`src/rtl/id_stage_pipe.sv`:
```
// id_stage_pipe: decode stage with operand forwarding, hazard stall and a registered ready/valid output slot
//
// Ports:
//    clk, rst_                  clock, synchronous active-low reset
//    id_i_valid/_ready/_pc/_inst  instruction input handshake
//    reg0_addr/reg1_addr        regfile read addresses (rs / rt fields)
//    reg0_data/reg1_data        regfile read data, same cycle
//    fwd_wreg/_waddr/_wdata/_load  forwarding sources, index 0 youngest (EX)
//    flush                      drop the input and invalidate the output slot
//    id_o_valid/_ready          output handshake
//    id_o_alu_op/_alu_sel/_reg0/_reg1/_waddr/_wreg/_pc/_illegal  registered decode result
//
// Build option: define ID_FWD_EN to forward results from the sources; when it is
// undefined any enabled source matching a used read port stalls the stage.
module id_stage_pipe #(
   parameter int DATA_W  = 32,
   parameter int NUM_FWD = 2
) (
   input  logic                      clk,
   input  logic                      rst_,
   input  logic                      id_i_valid,
   output logic                      id_i_ready,
   input  logic [31:0]               id_i_pc,
   input  logic [31:0]               id_i_inst,
   output logic [4:0]                reg0_addr,
   output logic [4:0]                reg1_addr,
   input  logic [DATA_W-1:0]         reg0_data,
   input  logic [DATA_W-1:0]         reg1_data,
   input  logic [NUM_FWD-1:0]        fwd_wreg,
   input  logic [5*NUM_FWD-1:0]      fwd_waddr,
   input  logic [DATA_W*NUM_FWD-1:0] fwd_wdata,
   input  logic [NUM_FWD-1:0]        fwd_load,
   input  logic                      flush,
   output logic                      id_o_valid,
   input  logic                      id_o_ready,
   output logic [7:0]                id_o_alu_op,
   output logic [2:0]                id_o_alu_sel,
   output logic [DATA_W-1:0]         id_o_reg0,
   output logic [DATA_W-1:0]         id_o_reg1,
   output logic [4:0]                id_o_waddr,
   output logic                      id_o_wreg,
   output logic [31:0]               id_o_pc,
   output logic                      id_o_illegal
);
   localparam logic [5:0] OP_SPECIAL = 6'h00;
   localparam logic [5:0] OP_ANDI    = 6'h0C;
   localparam logic [5:0] OP_ORI     = 6'h0D;
   localparam logic [5:0] OP_XORI    = 6'h0E;
   localparam logic [5:0] OP_LUI     = 6'h0F;

   logic [5:0]        opc, func;
   logic [15:0]       imm;
   logic              is_special, is_imm, is_lui, legal, use0, use1;
   logic [7:0]        alu_op;
   logic [4:0]        waddr;
   logic [DATA_W-1:0] src0, src1, op0, op1;
   logic              hit0, hit1, stall, xfer;

   logic              valid_q, valid_d, wreg_q, wreg_d, illegal_q, illegal_d;
   logic [7:0]        alu_op_q, alu_op_d;
   logic [2:0]        alu_sel_q, alu_sel_d;
   logic [DATA_W-1:0] reg0_q, reg0_d, reg1_q, reg1_d;
   logic [4:0]        waddr_q, waddr_d;
   logic [31:0]       pc_q, pc_d;

   assign opc       = id_i_inst[31:26];
   assign func      = id_i_inst[5:0];
   assign imm       = id_i_inst[15:0];
   assign reg0_addr = id_i_inst[25:21];
   assign reg1_addr = id_i_inst[20:16];

   // SPECIAL functions 0x24..0x27 share the prefix 4'b1001
   assign is_special = (opc == OP_SPECIAL) && (func[5:2] == 4'b1001);
   assign is_imm     = (opc == OP_ANDI) || (opc == OP_ORI) || (opc == OP_XORI);
   assign is_lui     = (opc == OP_LUI);
   assign legal      = is_special | is_imm | is_lui;
   // Only ports an instruction actually reads can create a hazard (rt is a destination for immediates)
   assign use0       = is_special | is_imm;
   assign use1       = is_special;

   assign alu_op = is_special      ? {2'b00, func} :
                   opc == OP_ANDI  ? 8'h24 :
                   opc == OP_XORI  ? 8'h26 :
                   legal           ? 8'h25 : 8'h00;
   assign waddr  = is_special ? id_i_inst[15:11] : legal ? id_i_inst[20:16] : 5'd0;

   // Walk sources oldest to youngest so the youngest match overrides the data
   always_comb begin
      src0 = reg0_data;
      src1 = reg1_data;
      hit0 = 1'b0;
      hit1 = 1'b0;
      for (int k = NUM_FWD - 1; k >= 0; k--) begin
         if (fwd_wreg[k] && fwd_waddr[5*k +: 5] == reg0_addr) begin
`ifdef ID_FWD_EN
            src0 = fwd_wdata[DATA_W*k +: DATA_W];
            hit0 = hit0 | fwd_load[k];
`else
            hit0 = 1'b1;
`endif
         end
         if (fwd_wreg[k] && fwd_waddr[5*k +: 5] == reg1_addr) begin
`ifdef ID_FWD_EN
            src1 = fwd_wdata[DATA_W*k +: DATA_W];
            hit1 = hit1 | fwd_load[k];
`else
            hit1 = 1'b1;
`endif
         end
      end
      if (reg0_addr == 5'd0) begin
         src0 = '0;
         hit0 = 1'b0;
      end
      if (reg1_addr == 5'd0) begin
         src1 = '0;
         hit1 = 1'b0;
      end
   end

`ifndef ID_FWD_EN
   logic unused_fwd;
   assign unused_fwd = ^{fwd_wdata, fwd_load};
`endif

   assign op0 = use0 ? src0 : '0;
   assign op1 = is_special ? src1 :
                is_imm     ? DATA_W'(imm) :
                is_lui     ? DATA_W'({imm, 16'h0000}) : '0;

   assign stall      = (use0 & hit0) | (use1 & hit1);
   assign id_i_ready = rst_ & (flush | ((~valid_q | id_o_ready) & ~stall));
   // A flush accepts the instruction only to throw it away
   assign xfer       = id_i_valid & id_i_ready & ~flush;

   always_comb begin
      valid_d   = ~flush & (xfer | (valid_q & ~id_o_ready));
      alu_op_d  = xfer ? alu_op : alu_op_q;
      alu_sel_d = xfer ? {2'b00, legal} : alu_sel_q;
      reg0_d    = xfer ? op0 : reg0_q;
      reg1_d    = xfer ? op1 : reg1_q;
      waddr_d   = xfer ? waddr : waddr_q;
      wreg_d    = xfer ? legal : wreg_q;
      pc_d      = xfer ? id_i_pc : pc_q;
      illegal_d = xfer ? ~legal : illegal_q;
   end

   always_ff @(posedge clk) begin
      if (!rst_) begin
         valid_q   <= 1'b0;
         alu_op_q  <= '0;
         alu_sel_q <= '0;
         reg0_q    <= '0;
         reg1_q    <= '0;
         waddr_q   <= '0;
         wreg_q    <= 1'b0;
         pc_q      <= '0;
         illegal_q <= 1'b0;
      end else begin
         valid_q   <= valid_d;
         alu_op_q  <= alu_op_d;
         alu_sel_q <= alu_sel_d;
         reg0_q    <= reg0_d;
         reg1_q    <= reg1_d;
         waddr_q   <= waddr_d;
         wreg_q    <= wreg_d;
         pc_q      <= pc_d;
         illegal_q <= illegal_d;
      end
   end

   assign id_o_valid   = valid_q;
   assign id_o_alu_op  = alu_op_q;
   assign id_o_alu_sel = alu_sel_q;
   assign id_o_reg0    = reg0_q;
   assign id_o_reg1    = reg1_q;
   assign id_o_waddr   = waddr_q;
   assign id_o_wreg    = wreg_q;
   assign id_o_pc      = pc_q;
   assign id_o_illegal = illegal_q;
endmodule

```
`config.mk`:
```
export PLATFORM = sky130hd
export DESIGN_NAME = id_stage_pipe
export DESIGN_NICKNAME = d
export VERILOG_FILES = /design/src/rtl/id_stage_pipe.sv
export SDC_FILE = /design/constraint.sdc
export NUM_CORES = 1
export LEC_CHECK = 0
export BUFFER_PORTS_ARGS = -buffer_cell sky130_fd_sc_hd__buf_2
export CAP_MARGIN = 20
export CORE_MARGIN = 2
export CORE_UTILIZATION = 29
export DETAILED_ROUTE_END_ITERATION = 7
export PLACE_DENSITY_LB_ADDON = 0.12
export SETUP_SLACK_MARGIN = 0.02
export SLEW_MARGIN = 20
export SYNTH_ARGS = -nofsm -noshare
export SYNTH_HDL_FRONTEND = slang
export SYNTH_SLANG_ARGS = --single-unit
```
`constraint.sdc`:
```
create_clock -name clk -period 2.5 [get_ports clk]
set_input_delay 0.25 -clock clk [delete_from_list [all_inputs] [get_ports clk]]
set_output_delay 0.25 -clock clk [all_outputs]
set_load 0.02 [all_outputs]
```
==> impl_metrics.tcl, run 1 <==
set metrics [dict create \
    outcome "completed" \
    grt_overflow 0 \
    hp-start "id_i_pc[31]" \
    report.final.slew_viol_count 0 \
    synthTopCellsByCount "dfxtp_1, nand2_1, o21ai_1" \
    initial_core_util 0.294 \
    timing.fmax_mhz 459 \
    powerDensity_nw_per_um2 567 \
    tns_ns 0 \
    timing.slew.headroom 0.528 \
    syn_inst 578 \
    clockBufferDepth 2 \
    worstReg2RegStart "id_o_valid$_SDFF_PN0_" \
    htreeDepth 3 \
    coreArea_um2 16400 \
    synth.most_common_cell "dfxtp_1" \
    r2r_end "id_o_pc[24]$_SDFFE_PN0P_" \
    cts_tree "built" \
    drc 0 \
    hold_viol 0 \
    cts_resized 0 \
    antenna_found_initial 1 \
    synth-edff-count 0 \
    maxCapViolCount 0 \
    root_buffer "clkbuf_16" \
    place_congestion 0.849 \
    insertion_delay_ns 0.35 \
    grtUsageTotal 0.183 \
    synthFlopType "dfxtp_1" \
    met1_usage 0.234 \
    critical_path.startpoint_type "primary input" \
    grt_pass1_wl_um 25600 \
    fin_skew_ns 0.00762 \
    dpl_worst_slack_ns 0.0154 \
    areaGrowthSynthToFinish_pct 36.7 \
    p_total_mw 3.74 \
    postRouteAntennaNets 0 \
    async_reset_ff_frac 0 \
    reg2reg_setup_slack_ns 0.71 \
    wire_per_inst_um 16.2 \
    ir_worst_vdd_v 0.000299 \
    seq_area_frac_synth 0.457 \
    die_height_um 133 \
    first_pass_iters 5 \
    finalNonFillerCells 1029 \
    numCtsBuffers 9 \
    crit_fanout 5 \
    nNetsFinal 1014 \
    grt_max_degree 99 \
    ys_seq_elements 110 \
    setup.worst_path.end_class "output pin" \
    regArea_um2 2200 \
    die_x_um 133 \
    critical_path_arrival_ns 1.93 \
    dr_total_vias 5059 \
    ys_warn_count 0 \
    path_clk_slew_ns 0.07 \
    hold_path_class "primary input to flip-flop" \
    grt_setup_unrepaired "false" \
    power.leakage_nw 3.06 \
    setup_slack_ns 0.320 \
    row_count 47 \
    hold_depth 3 \
    synth_area_leader_cell "dfxtp_1" \
    worst-setup-path-type "primary input to output pin" \
    ctsHoldBuffers 0 \
    grt_pass1_vias 4805 \
    synth_cell_type_count 34 \
    worst-r2r-cell-count 6 \
    min_to "id_o_pc[31]$_SDFFE_PN0P_" \
    synthTopCellsByArea "dfxtp_1, o21ai_1, nand2_1, nand3_1, nand4_1" \
    syn-cell-area_um2 4820 \
    tightest_slew_ns 0.708 \
    drt_first_iter_violations 262 \
    crit_required_ns 2.25 \
    synth_top_cell_area_share 0.457 \
    final_util 0.402 \
    io_pins 337 \
    fin_crit_sh 0.872 \
    routed_via_density 4.92 \
    final.fill_count 1716 \
    fin_area_um2 6590 \
    hold_ws_ns 0.120 \
    placedCellCount 1012 \
    met3_usage 0.0536 \
    setup_violations 0 \
    wl_um 16600 \
    die-area_um2 17700 \
    fin_crit_ns 2.18 \
    place_area_um2 6300 \
    dp_hpwl_um 12000 \
    syn_avg_cell_area_um2 8.34 \
    port_buffers 266 \
    gr-max-usage-layer "met2" \
    multi_input_area_um2 2300 \
    grtUsageMet2 0.295 \
    post_cts_buffers 0 \
    drive_above_1_share 0.374 \
    cts.sinks 110 \
]
[state kept, by name (all words and copies together), names as in the netlist]
register,flops
id_o_pc,32
id_o_reg0,32
id_o_reg1,32
id_o_alu_op,6
id_o_waddr,5
id_o_illegal,1
id_o_valid,1
id_o_wreg,1
[power breakdown]
| part | internal [mW] | switching (mW) | total [mW] |
|---|---|---|---|
| combinational | 0.201 | 0.320 | 0.521 |
| sequential | 1.80 | 0.0215 | 1.82 |
| clock | 0.760 | 0.638 | 1.40 |
[how the worst max path moves through the flow]
stage | startpoint | to | slack, ns | cells after the start
detailed placement | id_i_inst[21] | id_o_pc[24]$_SDFFE_PN0P_ | 0.02 | 7
floorplan | id_i_inst[26] | id_o_wreg$_SDFFE_PN0P_ | 0.24 | 9
finish | id_i_inst[26] | id_i_ready | 0.32 | 8
global route | id_i_inst[26] | id_i_ready | 0.22 | 8
CTS | id_i_inst[26] | id_i_ready | 0.31 | 8
global placement | id_i_inst[21] | id_o_pc[25]$_SDFFE_PN0P_ | 0.07 | 7
[logic make-up after synthesis]
| group | after synthesis | share of synthesized area |
|---|---|---|
| and+or+nand+nor | 218 | 0.221 |
| other | 1 | 0.000777 |
| xor gates and xnor gates | 20 | 0.0363 |
| DFF | 110 | 0.457 |
| muxes | 6 | 0.0125 |
| AOI/OAI and AO/OA | 151 | 0.199 |
| buffers and inverters | 72 | 0.0734 |
[cell usage in the layout (no fill, tap or decap), types with 2 or more instances in the layout]
cell type	instances
mux2i_1	6
o21a_1	4
a21boi_1	2
and3_1	3
clkbuf_8	3
or4_1	2
nand4_1	44
o21ai_1	78
o211a_1	10
buf_12	5
buf_2	265
clkbuf_1	2
o22ai_1	2
buf_4	13
dfxtp_1	110
conb_1	4
nand2_1	102
a22oi_1	16
clkbuf_16	9
a22o_1	23
clkinvlp_4	2
o21ai_0	11
xnor2_1	20
nand2b_1	2
nand3_1	57
a21oi_4	2
[per-layer routing]
layer  vias up  part of all wire
met4         2             0.022
met5         -           0.00078
met3        26             0.080
met1      2315              0.43
li1       2502                 -
met2       214              0.46
[worst max-delay path: stages]
cell     delay [ns]
buf_2          0.13
or4_4          0.55
nor4_4         0.25
o21a_1         0.26
a22oi_1        0.11
a21oi_1        0.16
nor2b_1        0.06
buf_2          0.15
[final cells by class]
cell class | instances | area share
well taps | 220 | 0.0418
repair buffers | 283 | 0.231
diodes | 1 | 0.000380
clock buffers | 14 | 0.0416
flip-flops and latches | 110 | 0.334
multi-input cells | 399 | 0.349
clock inverters | 2 | 0.00228
No activity file was read; power rests on OpenSTA's default activity.
==> run 2, diff against run 1 <==
==> constraint.sdc (replaced) <==
create_clock -name clk -period 2.3 [get_ports clk]
set_input_delay 0.23 -clock clk [delete_from_list [all_inputs] [get_ports clk]]
set_output_delay 0.23 -clock clk [all_outputs]
set_load 0.02 [all_outputs]
==> run 2 against run 1 <==
Against the previous run: first-iteration DRC count rose by 5.7%; largest power group unchanged; wire length is 0.47% lower; global-route usage fell by 0.056 points; hold slack lost 0.015 ns; flip-flop and latch count did not move.
==> impl_metrics.tcl, run 2 (synthesized netlist as in run 1, its figures left out) <==
set metrics [dict create \
    die_height_um 133 \
    dpl_worst_slack_ns -0.0343 \
    cts.sinks 110 \
    clockBufferDepth 2 \
    cp_common_cell "buf_2" \
    antenna_found_initial 0 \
    numCtsBuffers 9 \
    slowest_stage "or4_4" \
    row_count 47 \
    fin_crit_ns 2.10 \
    ir_worst_vdd_v 0.000372 \
    layout_commonest_cell "buf_2" \
    die_x_um 133 \
    crit_fanout 3 \
    coreArea_um2 16400 \
    cts_tree "built" \
    critical_path_arrival_ns 1.87 \
    grt_pass1_wl_um 25800 \
    grtUsageTotal 0.183 \
    post_cts_buffers 0 \
    critical_path.startpoint_type "primary input" \
    cp_top_family "simple AND/OR/NAND/NOR gates" \
    hold_depth 3 \
    io_pins 337 \
    critPathBufInv 2 \
    initial_core_util 0.294 \
    dr_total_vias 5075 \
    worst-setup-path-type "primary input to output pin" \
    hold_viol 0 \
    ctsHoldBuffers 0 \
    hold_ws_ns 0.106 \
    routed_via_density 4.89 \
    htreeDepth 3 \
    layout_common_cells "buf_2, dfxtp_1, nand2_1" \
    drt_first_iter_violations 277 \
    path_cells "buf_2, or4_4, nor4_4, o21a_1, a22oi_1, a21oi_1, nor2b_1, buf_2" \
    dp_hpwl_um 12200 \
    fin_skew_ns 0.00361 \
    crit_cells 8 \
    tns_ns 0 \
    setup_slack_ns 0.199 \
    hold_path_class "primary input to flip-flop" \
    wl_um 16600 \
    setup_violations 0 \
    timing.fmax_mhz 476 \
    cpPeakStageDelay_ns 0.54 \
    grt_setup_unrepaired "false" \
    place_congestion 0.846 \
    grt_overflow 0 \
    report.final.slew_viol_count 0 \
    outcome "completed" \
    setup.worst_path.end_class "output pin" \
    fin_crit_sh 0.913 \
    drive_above_1_share 0.384 \
    insertion_delay_ns 0.35 \
    first_pass_iters 4 \
    die-area_um2 17700 \
    grt_pass1_vias 4907 \
    worst-r2r-cell-count 6 \
    maxCapViolCount 0 \
    areaGrowthSynthToFinish_pct 40.1 \
    grt_max_degree 75 \
    root_buffer "clkbuf_16" \
    nNetsFinal 1023 \
    power.leakage_nw 3.15 \
    cts_resized 0 \
    port_buffers 266 \
    timing.slew.headroom 0.500 \
    p_total_mw 4.47 \
    tightest_slew_ns 0.750 \
    crit_required_ns 2.07 \
    wire_per_inst_um 16.0 \
    drc 0 \
    postRouteAntennaNets 0 \
    diodes 0 \
    powerDensity_nw_per_um2 662 \
    path_clk_slew_ns 0.07 \
]
## run 2: cell types whose count changed in the layout (fill, tap and decap cells not counted), sizes merged
cell      before  now
buf          283  292
bufinv         0    4
clkbuf        14   10
clkinv         0    1
clkinvlp       2    1
diode          1    0
## run 2: stage by stage
stage	cells	utilization	area, um2
after detailed placement	1021	0.389	6380
final	1037	0.412	6760
after floorplan	581	-	4830
after global placement	1021	0.389	6380
after CTS	1037	0.412	6750
after global routing	1037	0.412	6760
## run 2: layout make-up
class                   instances  area, um2
clock inverters                 6        133
flip-flops and latches        110       2200
clock buffers                  10        239
fillers                      1681       9650
repair buffers                292       1600
well taps                     220        275
multi-input cells             399       2300
## run 2: power by group
part,internal [mW],switching [mW]
clock,1.20,0.717
combinational,0.229,0.350
sequential,1.95,0.0224
total,3.38,1.09
## run 2: worst register-to-register path, cell delays in order (launching register included)
cell	delay [ns]
dfxtp_1	0.32
nand2b_1	0.10
nand2_1	0.09
a21oi_4	0.17
and2_4	0.46
buf_12	0.27
o21ai_1	0.10
## run 2: worst paths after layout
kind	from	endpoint	slack, ns
min	id_i_pc[31]	id_o_pc[31]$_SDFFE_PN0P_	0.11
max reg2reg	id_o_valid$_SDFF_PN0_	id_o_pc[0]$_SDFFE_PN0P_	0.68
max	id_i_inst[26]	id_i_ready	0.20
min reg2reg	id_o_reg0[5]$_SDFFE_PN0P_	id_o_reg0[5]$_SDFFE_PN0P_	0.45
## run 2: metal layers
layer | up-vias | global-route usage | routed length, um
li1 | 2519 | - | -
met1 | 2341 | 0.227 | 7190
met2 | 195 | 0.303 | 7840
met3 | 20 | 0.0487 | 1220
met4 | 0 | 0.0693 | 301
met5 | - | 0 | 0
==> run 3, diff against run 2 <==
--- a/config.mk
+++ b/config.mk
@@ -7,9 +7,9 @@
 export LEC_CHECK = 0
 export BUFFER_PORTS_ARGS = -buffer_cell sky130_fd_sc_hd__buf_2
 export CAP_MARGIN = 20
-export CORE_MARGIN = 2
-export CORE_UTILIZATION = 29
+export CORE_AREA = 2 2 129 131
 export DETAILED_ROUTE_END_ITERATION = 7
+export DIE_AREA = 0 0 131 133
 export PLACE_DENSITY_LB_ADDON = 0.12
 export SETUP_SLACK_MARGIN = 0.02
 export SLEW_MARGIN = 20
==> run 3 against run 2 <==
Against the previous run: clock skew rose by 0.0040 ns; worst setup slack lost 0.057 ns; combinational power barely moved; maximum frequency shrank 2.6%; non-clock buffer count is 4 lower; register-to-register slack improved by 0.14 ns; critical path depth did not move; global-route usage grew 0.29 points; flip-flop and latch count is the same; cell area fell by 0.70%; via count shrank 1.1%; clock-buffer cell count increased by 2; critical endpoint unchanged; highest routed layer unchanged.
==> impl_metrics.tcl, run 3 (synthesized netlist as in run 1, its figures left out) <==
set metrics [dict create \
    maxCapViolCount 0 \
    met1_usage 0.239 \
    nNetsFinal 1019 \
    post_cts_buffers 0 \
    layout_commonest_cell "buf_2" \
    report.final.slew_viol_count 0 \
    numCtsBuffers 9 \
    power.leakage_nw 3.12 \
    critical_path.startpoint_type "primary input" \
    initial_core_util 0.298 \
    gr-max-usage-layer "met2" \
    hold_path_class "primary input to flip-flop" \
    die_x_um 131 \
    internal_power_mw 3.12 \
    p_total_mw 4.21 \
    swShare 0.258 \
    cpPeakStageDelay_ns 0.54 \
    die_height_um 133 \
    clockBufferDepth 2 \
    first_pass_iters 4 \
    fin_skew_ns 0.00757 \
    critPathBufInv 2 \
    fin_crit_ns 2.16 \
    slowest_stage "or4_4" \
    cp_top_family "simple AND/OR/NAND/NOR gates" \
    grt_setup_unrepaired "false" \
    row_count 47 \
    grt_pass1_vias 4911 \
    dp_hpwl_um 12100 \
    cts.sinks 110 \
    port_buffers 266 \
    outcome "completed" \
    timing.slew.headroom 0.631 \
    timing.fmax_mhz 464 \
    powerDensity_nw_per_um2 627 \
    worst-setup-path-type "primary input to output pin" \
    clkPwrFrac 0.394 \
    io_pins 337 \
    fin_crit_sh 0.938 \
    dr_total_vias 5020 \
    hold_ws_ns 0.103 \
    seqPwrFrac 0.469 \
    postRouteAntennaNets 0 \
    switchingPower_mw 1.09 \
    root_buffer "clkbuf_16" \
    cp_common_cell "buf_2" \
    path_cells "buf_2, or4_4, nor4_4, o21a_2, a22oi_1, a21oi_1, nor2b_1, buf_2" \
    wire_per_inst_um 15.8 \
    tightest_slew_ns 0.554 \
    areaGrowthSynthToFinish_pct 39.1 \
    setup.worst_path.end_class "output pin" \
    path_clk_slew_ns 0.07 \
    cts_tree "built" \
    hold_viol 0 \
    insertion_delay_ns 0.35 \
    grtUsageMet2 0.296 \
    ir_worst_vdd_v 0.000361 \
    routed_via_density 4.86 \
    setup_violations 0 \
    crit_fanout 3 \
    grt_pass1_wl_um 25700 \
    drt_first_iter_violations 317 \
    coreArea_um2 16200 \
    grt_max_degree 54 \
    drc 0 \
    met3_usage 0.0469 \
    htreeDepth 3 \
    wl_um 16300 \
    antenna_found_initial 1 \
    power_frac_comb 0.137 \
    drive_above_1_share 0.381 \
    tns_ns 0 \
    grt_overflow 0 \
    die-area_um2 17400 \
    crit_required_ns 2.07 \
    grtUsageTotal 0.186 \
    layout_common_cells "buf_2, dfxtp_1, nand2_1" \
    diodes 0 \
    place_congestion 0.864 \
    critical_path_arrival_ns 1.93 \
]
## run 3: final cells by class
type | count | area [um2]
sequential | 110 | 2200
tap | 220 | 275
timing repair buffer | 288 | 1610
multi-input combinational | 399 | 2300
fill | 1683 | 9460
clock buffer | 12 | 267
clock inverter | 4 | 52.6
## run 3: routing by layer
layer / share of wire / wire, um
met5: 0 / 0
met4: 0.025 / 412
met3: 0.074 / 1210
met2: 0.46 / 7570
met1: 0.44 / 7150
## run 3: repair_timing
action / in CTS / in global routing
endpoints found under the setup margin: 0 / 1
gates resized for setup: 0 / 1
hold buffers: 0 / 0
## run 3: final timing paths
| kind | start | end | slack (ns) | cells after the start |
|---|---|---|---|---|
| setup reg to reg | id_o_valid$_SDFF_PN0_ | id_o_pc[31]$_SDFFE_PN0P_ | 0.82 | 6 |
| hold / removal | id_i_pc[31] | id_o_pc[31]$_SDFFE_PN0P_ | 0.10 | 3 |
| setup / recovery | id_i_inst[26] | id_i_ready | 0.14 | 8 |
| hold reg to reg | id_o_reg0[24]$_SDFFE_PN0P_ | id_o_reg0[24]$_SDFFE_PN0P_ | 0.44 | 2 |
## run 3: metrics by stage
stage | instances | cell area (um2) | setup slack, ns | utilization
after floorplan | 581 | 4830 | 0.0583 | -
after global placement | 1017 | 6390 | 0.0269 | 0.395
after detailed placement | 1017 | 6390 | -0.0172 | 0.395
after CTS | 1033 | 6710 | 0.0524 | 0.415
after global routing | 1033 | 6710 | 0.0704 | 0.415
final | 1033 | 6710 | 0.143 | 0.415
## run 3: worst reg2reg max path: cells and delay by family (launching register included)
kind	cells	cell delay, ns
simple gates	3	0.46
flops	1	0.32
compound gates	2	0.37
buf+inv	1	0.23
## run 3: power groups by stage
stage,clock (mW),combinational [mW],sequential (mW)
floorplan,0,0.244,2.08
global placement,0,0.572,2.02
detailed placement,0,0.579,2.02
CTS,1.73,0.581,1.97
global route,1.81,0.628,1.98
finish,1.66,0.577,1.97
